<file path="config.mk">
export PLATFORM = sky130hd
export DESIGN_NAME = prog_loader
export DESIGN_NICKNAME = d
export VERILOG_FILES = /design/src/rtl/prog_loader_pkg.sv /design/src/rtl/prog_loader_word_packer.sv /design/src/rtl/prog_loader.sv
export SDC_FILE = /design/constraint.sdc
export NUM_CORES = 1
export LEC_CHECK = 0
export CAP_MARGIN = 20
export CORE_UTILIZATION = 53
export DETAILED_ROUTE_END_ITERATION = 8
export PLACE_DENSITY = 0.76
export SYNTH_ARGS = -nofsm -noshare
export SYNTH_HDL_FRONTEND = slang
export SYNTH_SLANG_ARGS = --single-unit
</file>
<file path="constraint.sdc">
create_clock -name i_clock -period 4.6 [get_ports i_clock]
set_input_delay 0.92 -clock i_clock [delete_from_list [all_inputs] [get_ports i_clock]]
set_output_delay 0.92 -clock i_clock [all_outputs]
set_load 0.01 [all_outputs]
</file>
<file path="src/rtl/prog_loader_pkg.sv">
// Shared types and frame constants for the program loader.
// Latency: n/a (types and constants only).
// Backpressure: n/a.
package prog_loader_pkg;

    // Loader FSM states in frame order; DONE and ERR are terminal until re-armed.
    typedef enum logic [2:0] {
        S_LEN_HI,
        S_LEN_LO,
        S_B0,
        S_B1,
        S_B2,
        S_CSUM,
        S_DONE,
        S_ERR
    } state_t;

    localparam int         BYTES_PER_WORD = 3;
    // Required value of the six unused high bits of B0.
    localparam logic [5:0] PAD_MASK       = 6'b0;
    // Payload bits carried by one word's worth of bytes (18).
    localparam int         PACKED_W       = 8 * BYTES_PER_WORD - $bits(PAD_MASK);

endpackage

</file>
<file path="src/rtl/prog_loader_word_packer.sv">
// Collects B0/B1/B2 of one instruction word, flags nonzero pad bits in B0, emits the word.
// Latency: word and word_vld are registered one cycle after the B2 transfer.
// Backpressure: none; the caller only strobes *_take on accepted bytes.
// Ports: i_clock/i_reset (sync, active-high), i_byte, i_b0_take/i_b1_take/i_b2_take,
//        o_pad_err (combinational, valid with i_b0_take), o_word, o_word_vld.
module prog_loader_word_packer
    import prog_loader_pkg::*;
(
    input  logic                i_clock,
    input  logic                i_reset,
    input  logic [7:0]          i_byte,
    input  logic                i_b0_take,
    input  logic                i_b1_take,
    input  logic                i_b2_take,
    output logic                o_pad_err,
    output logic [PACKED_W-1:0] o_word,
    output logic                o_word_vld
);

    logic [1:0]          hi_q,   hi_d;
    logic [7:0]          mid_q,  mid_d;
    logic [PACKED_W-1:0] word_q, word_d;
    logic                vld_q,  vld_d;

    // Only the top six bits of B0 are padding; the low two carry word[17:16].
    assign o_pad_err = i_b0_take && (i_byte[7:2] != PAD_MASK);

    always_comb begin
        hi_d   = hi_q;
        mid_d  = mid_q;
        word_d = word_q;
        vld_d  = 1'b0;
        if (i_b0_take) begin
            hi_d = i_byte[1:0];
        end
        if (i_b1_take) begin
            mid_d = i_byte;
        end
        if (i_b2_take) begin
            word_d = {hi_q, mid_q, i_byte};
            vld_d  = 1'b1;
        end
    end

    always_ff @(posedge i_clock) begin
        if (i_reset) begin
            hi_q   <= '0;
            mid_q  <= '0;
            word_q <= '0;
            vld_q  <= 1'b0;
        end else begin
            hi_q   <= hi_d;
            mid_q  <= mid_d;
            word_q <= word_d;
            vld_q  <= vld_d;
        end
    end

    assign o_word     = word_q;
    assign o_word_vld = vld_q;

endmodule

</file>
<file path="src/rtl/prog_loader.sv">
// Boot loader: framed byte stream -> 18-bit words in program memory, XOR checksum, CPU hold.
// Latency: write strobe one cycle after the B2 transfer; status flags registered with the state.
// Backpressure: o_ready high in LEN_HI..CSUM; i_valid low stalls indefinitely with state held.
// Ports: i_clock, i_reset (sync, active-high), i_valid/i_byte/o_ready byte input,
//        i_restart (re-arm from DONE/ERR), o_wEn/o_wAddr/o_wData memory write,
//        o_cpuHold, o_done, o_err status. Vectors use bit 0 = MSB.
module prog_loader
    import prog_loader_pkg::*;
#(
    parameter int                ADDR_W    = 16,
    parameter int                WORD_W    = 18,
    parameter logic [ADDR_W-1:0] BASE_ADDR = '0
) (
    input  logic            i_clock,
    input  logic            i_reset,
    input  logic            i_valid,
    input  logic [0:7]      i_byte,
    output logic            o_ready,
    input  logic            i_restart,
    output logic            o_wEn,
    output logic [0:ADDR_W-1] o_wAddr,
    output logic [0:WORD_W-1] o_wData,
    output logic            o_cpuHold,
    output logic            o_done,
    output logic            o_err
);

    state_t            state_q,      state_d;
    logic [7:0]        len_hi_q,     len_hi_d;
    logic [15:0]       words_left_q, words_left_d;
    logic [7:0]        csum_q,       csum_d;
    logic [ADDR_W-1:0] addr_q,       addr_d;
    logic [ADDR_W-1:0] waddr_q,      waddr_d;
    logic              ready_q,      ready_d;
    logic              cpu_hold_q,   cpu_hold_d;
    logic              done_q,       done_d;
    logic              err_q,        err_d;

    logic [7:0]        byte_n;     // MSB-first port byte, renumbered [7:0]
    logic              xfer;
    logic              pad_err;
    logic [WORD_W-1:0] word;
    logic              word_vld;

    assign byte_n = i_byte;
    assign xfer   = i_valid && ready_q;

    prog_loader_word_packer u_packer (
        .i_clock    (i_clock),
        .i_reset    (i_reset),
        .i_byte     (byte_n),
        .i_b0_take  (xfer && (state_q == S_B0)),
        .i_b1_take  (xfer && (state_q == S_B1)),
        .i_b2_take  (xfer && (state_q == S_B2)),
        .o_pad_err  (pad_err),
        .o_word     (word),
        .o_word_vld (word_vld)
    );

    always_comb begin
        state_d      = state_q;
        len_hi_d     = len_hi_q;
        words_left_d = words_left_q;
        csum_d       = csum_q;
        addr_d       = addr_q;
        waddr_d      = waddr_q;
        case (state_q)
            S_LEN_HI: if (xfer) begin
                len_hi_d = byte_n;
                state_d  = S_LEN_LO;
            end
            S_LEN_LO: if (xfer) begin
                words_left_d = {len_hi_q, byte_n};
                state_d      = ({len_hi_q, byte_n} == 16'd0) ? S_CSUM : S_B0;
            end
            S_B0: if (xfer) begin
                csum_d  = csum_q ^ byte_n;
                state_d = pad_err ? S_ERR : S_B1;
            end
            S_B1: if (xfer) begin
                csum_d  = csum_q ^ byte_n;
                state_d = S_B2;
            end
            S_B2: if (xfer) begin
                csum_d       = csum_q ^ byte_n;
                // Address for the write the packer emits next cycle; wraps naturally.
                waddr_d      = addr_q;
                addr_d       = addr_q + ADDR_W'(1);
                words_left_d = words_left_q - 16'd1;
                state_d      = (words_left_q == 16'd1) ? S_CSUM : S_B0;
            end
            S_CSUM: if (xfer) begin
                state_d = (byte_n == csum_q) ? S_DONE : S_ERR;
            end
            S_DONE, S_ERR: if (i_restart) begin
                state_d = S_LEN_HI;
                csum_d  = '0;
                addr_d  = BASE_ADDR;
            end
            default: state_d = S_LEN_HI;
        endcase

        // Status outputs follow the next state so they change on the same edge.
        ready_d    = (state_d != S_DONE) && (state_d != S_ERR);
        cpu_hold_d = (state_d != S_DONE);
        done_d     = (state_d == S_DONE);
        err_d      = (state_d == S_ERR);
    end

    always_ff @(posedge i_clock) begin
        if (i_reset) begin
            state_q      <= S_LEN_HI;
            len_hi_q     <= '0;
            words_left_q <= '0;
            csum_q       <= '0;
            addr_q       <= BASE_ADDR;
            waddr_q      <= BASE_ADDR;
            ready_q      <= 1'b1;
            cpu_hold_q   <= 1'b1;
            done_q       <= 1'b0;
            err_q        <= 1'b0;
        end else begin
            state_q      <= state_d;
            len_hi_q     <= len_hi_d;
            words_left_q <= words_left_d;
            csum_q       <= csum_d;
            addr_q       <= addr_d;
            waddr_q      <= waddr_d;
            ready_q      <= ready_d;
            cpu_hold_q   <= cpu_hold_d;
            done_q       <= done_d;
            err_q        <= err_d;
        end
    end

    assign o_ready   = ready_q;
    assign o_wEn     = word_vld;
    assign o_wAddr   = waddr_q;
    assign o_wData   = word;
    assign o_cpuHold = cpu_hold_q;
    assign o_done    = done_q;
    assign o_err     = err_q;

endmodule

</file>
==> results_dict.tcl, run 1 <==
set metrics [dict create \
    status "complete, no violations" \
    rsz0062_at_grt "false" \
    first_global_vias 3515 \
    multi_input_area_sq_mm 0.00231 \
    fin_cells 671 \
    ir_worst_vdd_uv 225 \
    grt_usage 0.255 \
    hold_depth 2 \
    clk_pin_slew_ps 100 \
    r2r_start "state_q[2]" \
    dr.pass1.iters 5 \
    finalHoldViolations 0 \
    area_growth_pct 16.0 \
    drt.antenna.violating_nets 0 \
    drtIter0Drc 312 \
    worst_setup_path_start_kind "primary input" \
    ys_ff_latch 100 \
    final_cell_area_sq_mm 0.00521 \
    drc 0 \
    syn_nets 549 \
    h-tree-depth 3 \
    period_minus_slack_ps 2830 \
    fmax_mhz 353 \
    cts-root-buf "clkbuf_8" \
    ys.flop_type "dfxtp_1" \
    cts-resized-gates 0 \
    vias 3893 \
    worstPathRequired_ps 4840 \
    cp_data_arrival_time_ps 3070 \
    gp_congestion 0.857 \
    r2r-end "addr_q[0]" \
    nFillCells 731 \
    setup_violations 0 \
    cts_setup_buffers 0 \
    core_sq_mm 0.00822 \
    yosysUniqueCellTypes 54 \
    hold_slack_ps 459 \
    worstPathMaxFanout 23 \
    rows 33 \
    finalPower_mw 1.66 \
    ctsHoldBuffers 0 \
    hold_path.class "flip-flop to flip-flop" \
    yosysWarnings 0 \
    rrSetupSlack_ps 1890 \
    antenna_cells 0 \
    die_h_um 94.1 \
    worst_hold_path.endpoint "o_wAddr[6]" \
    nets 576 \
    synth_edf_count 0 \
    synthCells 534 \
    p_leak_nw 1.81 \
    hpwl_um 6870 \
    rr_worst_depth 5 \
    powerDensity_mw_per_mm2 319 \
    start_util 0.547 \
    grt_pass1_wl_um 17600 \
    end_kind "flip-flop" \
    drv_cap 0 \
    die_w_um 94.1 \
    placedCellCount 655 \
    wire_per_inst_um 15.6 \
    fp.dieArea_sq_mm 0.00885 \
    fin_skew_ps 9.11 \
    min_from "o_wAddr[6]" \
    via_per_inst 5.80 \
    postSynth.asyncResetShare 0 \
    tns_ps 0 \
    period_share 0.615 \
    grt_max_degree 82 \
    placed_area_sq_mm 0.00501 \
    max_slew_margin 0.441 \
    portBuffers 50 \
    layout-drive-gt1-share 0.0601 \
    syn_avg_cell_area_sq_um 8.42 \
    drv_slew 0 \
    clock_path_buffers 2 \
    ios 51 \
    synth_area_sq_mm 0.00449 \
    seq_area_frac_synth 0.445 \
    grt_overflow 0 \
    cts_tree "built" \
    wl_um 10500 \
    tightest_slew_ps 839 \
    clock-sinks 100 \
    critPathKind "primary input to flip-flop" \
    clock_latency_ps 370 \
    antenna_found_initial 0 \
    cts_made_buffers 9 \
    seqCellArea_sq_mm 0.00200 \
]
==> metal layers <==
| metal | track usage | wire (um) |
|---|---|---|
| met1 | 0.356 | 5050 |
| met2 | 0.387 | 4600 |
| met3 | 0.0388 | 574 |
| met4 | 0.110 | 253 |
| met5 | 0 | 0 |
==> synth_stat cells (2+ instances only) <==
| library cell | number | area share |
|---|---|---|
| a2111oi_4 | 2 | 0.012 |
| a211oi_1 | 3 | 0.0050 |
| a21oi_1 | 52 | 0.058 |
| a221oi_1 | 8 | 0.016 |
| a31oi_1 | 3 | 0.0042 |
| and2_1 | 3 | 0.0042 |
| and3_1 | 4 | 0.0056 |
| and4_1 | 4 | 0.0078 |
| buf_2 | 5 | 0.0056 |
| clkbuf_1 | 33 | 0.028 |
| dfxtp_1 | 100 | 0.45 |
| ha_1 | 3 | 0.0084 |
| inv_1 | 7 | 0.0058 |
| mux2i_1 | 32 | 0.071 |
| nand2_1 | 89 | 0.074 |
| nand2b_1 | 3 | 0.0042 |
| nand3_1 | 22 | 0.024 |
| nand3b_1 | 10 | 0.017 |
| nand4_1 | 5 | 0.0070 |
| nor2_1 | 57 | 0.048 |
| nor3_1 | 7 | 0.0078 |
| nor3b_1 | 4 | 0.0067 |
| nor4_1 | 6 | 0.0084 |
| o21a_1 | 2 | 0.0033 |
| o21ai_0 | 15 | 0.017 |
| or2_2 | 2 | 0.0028 |
| or3_1 | 2 | 0.0028 |
| or3_4 | 2 | 0.0050 |
| or4_1 | 2 | 0.0033 |
| xnor2_1 | 12 | 0.023 |
| xor2_1 | 12 | 0.023 |
==> flip-flops by register name, summed over array words and instances (netlist names), 2 cells and up <==
register         count
u_packer.o_word     18
state_q              3
o_wAddr             16
csum_q               8
u_packer.hi_q        2
addr_q              16
words_left_q        16
u_packer.mid_q       8
len_hi_q             8
==> worst max-delay path, cell delays in order <==
cell,delay (ps)
clkdlybuf4s50_1,540
and2_1,340
nand2_1,560
nor2_1,410
a21o_1,200
nand3_1,90
==> metrics by stage <==
step	utilization	setup slack [ps]
after floorplan	-	2330
after global placement	0.609	1500
after detailed placement	0.609	1420
after CTS	0.635	1800
after global routing	0.635	1550
final	0.635	1770
==> logic make-up after synthesis <==
group,share of synthesized area
multiplexers,0.0713
flip-flops,0.445
AND/OR/NAND/NOR,0.249
AO/OA/AOI/OAI,0.140
adder cells (fa/ha/maj),0.00835
buffers and inverters,0.0398
XOR/XNOR,0.0468
==> power breakdown <==
| group | total [mW] | internal, mW | leakage (nW) | switching (mW) |
|---|---|---|---|---|
| combinational | 0.172 | 0.0724 | 0.906 | 0.0995 |
| sequential | 0.902 | 0.881 | 0.808 | 0.0210 |
| clock | 0.591 | 0.270 | 0.0955 | 0.320 |
| total | 1.66 | 1.22 | 1.81 | 0.441 |
==> final cells by class <==
type,count,share of cell area
clock buffer,10,0.0264
tap,105,0.0252
timing repair buffer,55,0.102
inverter,7,0.00504
clock inverter,6,0.0134
multi-input combinational,388,0.444
sequential,100,0.384
==> layout by cell type, fill, tap and decap left out, types with 3 or more instances in the layout <==
cell	synthesis	final
a211oi_1	3	3
a21oi_1	52	52
a221oi_1	8	8
a31oi_1	3	3
and2_1	3	3
and3_1	4	4
and4_1	4	4
buf_4	0	5
clkbuf_8	0	10
clkdlybuf4s50_1	0	49
clkinvlp_4	0	3
dfxtp_1	100	100
ha_1	3	3
inv_1	7	7
mux2i_1	32	32
nand2_1	89	89
nand2b_1	3	3
nand3_1	22	22
nand3b_1	10	10
nand4_1	5	5
nor2_1	57	57
nor3_1	7	7
nor3b_1	4	4
nor4_1	6	6
o21ai_0	15	15
xnor2_1	12	12
xor2_1	12	12
==> worst max-delay path by stage <==
stage | start | endpoint | slack (ps)
3_3_place_gp | i_valid | words_left_q[15] | 1500
4_1_cts | i_valid | o_err | 1800
2_1_floorplan | i_byte[1] | o_done | 2330
3_5_place_dp | i_valid | o_err | 1420
5_1_grt | i_valid | o_err | 1550
6_report | i_valid | o_cpuHold | 1770
(Power assumes the default switching activity.)
==> run 2, diff against run 1 <==
clock period = 3 ns   (was 4.6 ns; I/O delays follow)
==> results_dict.tcl, run 2 (same netlist as run 1, synthesis figures left out) <==
set metrics [dict create \
    status "complete, no violations" \
    hold_path.class "flip-flop to flip-flop" \
    fmax_mhz 440 \
    p_switching_mw 0.685 \
    gp_congestion 0.855 \
    rr_worst_depth 6 \
    antenna_found_initial 0 \
    cts-root-buf "clkbuf_8" \
    setup_violations 0 \
    period_minus_slack_ps 2270 \
    nets 590 \
    grt_overflow 0 \
    drt.antenna.violating_nets 0 \
    wl_um 10600 \
    grt_max_degree 44 \
    max_slew_margin 0.604 \
    tns_ps 0 \
    finalHoldViolations 0 \
    rows 33 \
    drv_cap 0 \
    end_kind "flip-flop" \
    worst_setup_path_start_kind "primary input" \
    vias 3919 \
    grt_usage 0.254 \
    antenna_cells 0 \
    p_comb_frac 0.112 \
    ctsHoldBuffers 0 \
    dpl_worst_slack_ps 371 \
    worstPathRequired_ps 3260 \
    drc 0 \
    cts_tree "built" \
    mostFrequentLayoutCell "dfxtp_1" \
    period_share 0.757 \
    ios 51 \
    cts-resized-gates 0 \
    critPathKind "primary input to flip-flop" \
    via_per_inst 5.72 \
    clock-sinks 100 \
    area_growth_pct 18.0 \
    largest_reg_flops 18 \
    p_leak_nw 1.88 \
    tightest_slew_ps 594 \
    die_w_um 94.1 \
    fp.dieArea_sq_mm 0.00885 \
    h-tree-depth 3 \
    core_sq_mm 0.00822 \
    hpwl_um 7220 \
    clock_path_buffers 2 \
    drv_slew 0 \
    p_clk_frac 0.330 \
    cts_made_buffers 9 \
    cp_data_arrival_time_ps 2530 \
    rsz0062_at_grt "false" \
    dr.pass1.iters 4 \
    final_cell_mix "100 x dfxtp_1, 89 x nand2_1, 57 x nor2_1" \
    pwr-share-seq 0.559 \
    hold_depth 2 \
    fin_skew_ps 11.7 \
    start_util 0.547 \
    drtIter0Drc 183 \
    clock_latency_ps 360 \
    wire_per_inst_um 15.5 \
    placed_area_sq_mm 0.00512 \
    grt_pass1_wl_um 17500 \
    sw_frac_of_total 0.277 \
    final_cell_area_sq_mm 0.00530 \
    powerDensity_mw_per_mm2 466 \
    portBuffers 50 \
    setup_ws_ps 729 \
    worstPathMaxFanout 5 \
    first_global_vias 3592 \
    ir_worst_vdd_uv 289 \
    clk_pin_slew_ps 100 \
    intPower_mw 1.79 \
    die_h_um 94.1 \
    layout-drive-gt1-share 0.0828 \
    cts_setup_buffers 0 \
]
==> run 2: critical path: stages <==
cell	delay, ps
clkdlybuf4s50_1	540
nor4_1	440
and4_1	350
o311ai_0	120
o211a_1	300
and3_1	170
==> run 2: final timing paths <==
| kind | end | from | slack [ps] |
|---|---|---|---|
| worst max register to register | csum_q[2] | state_q[1] | 730 |
| worst max-delay path | o_done | i_byte[4] | 730 |
| worst min-delay path | u_packer.o_word[8] | u_packer.o_word[8] | 460 |
| worst min register to register | u_packer.o_word[8] | u_packer.o_word[8] | 460 |
==> run 2: per-stage QoR <==
step	power (mW)	utilization	instances	hold slack (ps)
5_1_grt	2.58	0.646	685	482
3_3_place_gp	1.68	0.624	669	441
3_5_place_dp	1.68	0.624	669	446
6_report	2.47	0.646	685	458
2_1_floorplan	1.61	-	534	431
4_1_cts	2.49	0.646	685	461
==> run 2: layer usage <==
metal	wire, um	GRT usage	up-vias
li1	-	-	1926
met3	543	0.0437	17
met2	4950	0.413	113
met5	0	0	-
met1	4940	0.340	1863
met4	170	0.0897	0
==> run 2: cell type report <==
type,count,area (sq um)
sequential,100,2000
inverter,7,26.3
fill,734,2910
tap,105,131
multi-input combinational,388,2310
clock inverter,7,56.3
clock buffer,9,124
timing repair buffer,69,651
==> run 2: power groups by stage <==
stage                     Clock, mW  Combinational (mW)  Sequential (mW)
after floorplan                   0               0.208             1.40
after global placement            0               0.266             1.41
after detailed placement          0               0.272             1.41
after CTS                     0.832               0.273             1.38
after global routing          0.893               0.298             1.39
final                         0.815               0.276             1.38
==> run 3, diff against run 2 <==
CORE_UTILIZATION = 50   (was 53)
PLACE_DENSITY = 0.75   (was 0.76)
clock period = 2.08 ns   (was 3 ns; I/O delays follow)
==> results_dict.tcl, run 3 (same netlist as run 1, synthesis figures left out) <==
set metrics [dict create \
    status "complete, no violations" \
    cts-root-buf "clkbuf_8" \
    ios 51 \
    p_leak_nw 2.03 \
    area_growth_pct 24.0 \
    finalHoldViolations 0 \
    hold_path.class "flip-flop to flip-flop" \
    tightest_slew_ps 497 \
    clock_path_buffers 2 \
    layout-drive-gt1-share 0.132 \
    wl_um 11200 \
    finalPower_mw 3.61 \
    mostFrequentLayoutCell "dfxtp_1" \
    antenna_found_initial 0 \
    gp_congestion 0.850 \
    worstPathRequired_ps 2360 \
    h-tree-depth 3 \
    critPathKind "flip-flop to flip-flop" \
    antenna_cells 0 \
    setup_violations 0 \
    drv_cap 0 \
    cts_setup_buffers 0 \
    period_minus_slack_ps 1990 \
    clock-sinks 100 \
    drtIter0Drc 242 \
    rows 34 \
    hpwl_um 7910 \
    max_slew_margin 0.666 \
    grt_max_degree 50 \
    via_per_inst 5.59 \
    nets 622 \
    wl_met1_um 5200 \
    cp_data_arrival_time_ps 2260 \
    cts_made_buffers 9 \
    largest_reg_flops 18 \
    worstPathMaxFanout 5 \
    clock_latency_ps 370 \
    ir_worst_vdd_uv 363 \
    drv_slew 0 \
    period_share 0.955 \
    cts_tree "built" \
    dr.pass1.iters 5 \
    fp.dieArea_sq_mm 0.00937 \
    start_util 0.515 \
    dr_wl_met3_um 558 \
    top_layer "met4" \
    grt_overflow 0 \
    powerDensity_mw_per_mm2 648 \
    end_kind "flip-flop" \
    rrSetupSlack_ps 90 \
    worst_setup_path_start_kind "flip-flop" \
    tns_ps 0 \
    drc 0 \
    fin_skew_ps 8.37 \
    grt_usage 0.247 \
    wire_per_inst_um 15.6 \
    vias 4028 \
    clk_pin_slew_ps 100 \
    grt_pass1_wl_um 18700 \
    portBuffers 50 \
    die_w_um 96.8 \
    dr_wl_met2_um 5240 \
    rsz0062_at_grt "false" \
    die_h_um 96.8 \
    first_global_vias 3719 \
    final_cell_mix "99 x dfxtp_1, 89 x nand2_1, 57 x nor2_1" \
    drt.antenna.violating_nets 0 \
    fmax_mhz 503 \
    core_sq_mm 0.00872 \
]
run 3: cell count changes in the layout (fill, tap and decap cells not counted), moves of 2 or more:
cell        delta
buf_4         +30
buf_12         +2
clkinv_2       -2
clkinvlp_4     +4
run 3: through the flow:
stage	setup slack (ps)	instance area, sq um	hold slack [ps]	utilization	instances
after floorplan	200	4490	431	-	534
after global placement	-156	5390	439	0.618	704
after detailed placement	-176	5390	448	0.618	704
after CTS	74.5	5570	462	0.638	720
after global routing	22.1	5570	481	0.639	720
final	93.2	5570	459	0.639	720
run 3: worst max-delay path, stage by stage (launching register included):
cell      delay [ps]
dfxtp_2          350
or3_4            400
or3b_4           420
or3_4            350
mux2i_1          140
a221oi_1         240
run 3: what timing repair did:
action / 4_1_cts / 5_1_grt
hold buffers: 0 / 0
gates resized for setup: 0 / 2
endpoints found under the hold margin: 0 / 0
setup endpoints to repair: 0 / 2
run 3: final cells by class:
class,count,area [sq um]
Fill cell,727,3150
Multi-Input combinational cell,388,2320
Timing Repair Buffer,101,916
Sequential cell,100,2000
Clock inverter,6,47.5
Clock buffer,10,128
Inverter,7,26.3
Tap cell,108,135
run 3: worst paths after layout:
| kind | startpoint | endpoint | cells past startpoint |
|---|---|---|---|
| max | words_left_q[0] | words_left_q[9] | 5 |
| min | o_wAddr[8] | o_wAddr[8] | 2 |
| max reg2reg | words_left_q[0] | words_left_q[9] | 5 |
| min reg2reg | o_wAddr[8] | o_wAddr[8] | 2 |
run 3: power breakdown:
| part | switching (mW) | total [mW] | internal (mW) |
|---|---|---|---|
| Clock | 0.716 | 1.16 | 0.444 |
| Combinational | 0.246 | 0.464 | 0.218 |
| Sequential | 0.0373 | 1.99 | 1.95 |
| Total | 0.999 | 3.61 | 2.61 |
run 3: metal layers:
| layer | vias up | track usage |
|---|---|---|
| li1 | 1990 | - |
| met1 | 1897 | 0.337 |
| met2 | 119 | 0.390 |
| met3 | 22 | 0.0376 |
| met4 | 0 | 0.103 |
| met5 | - | 0 |
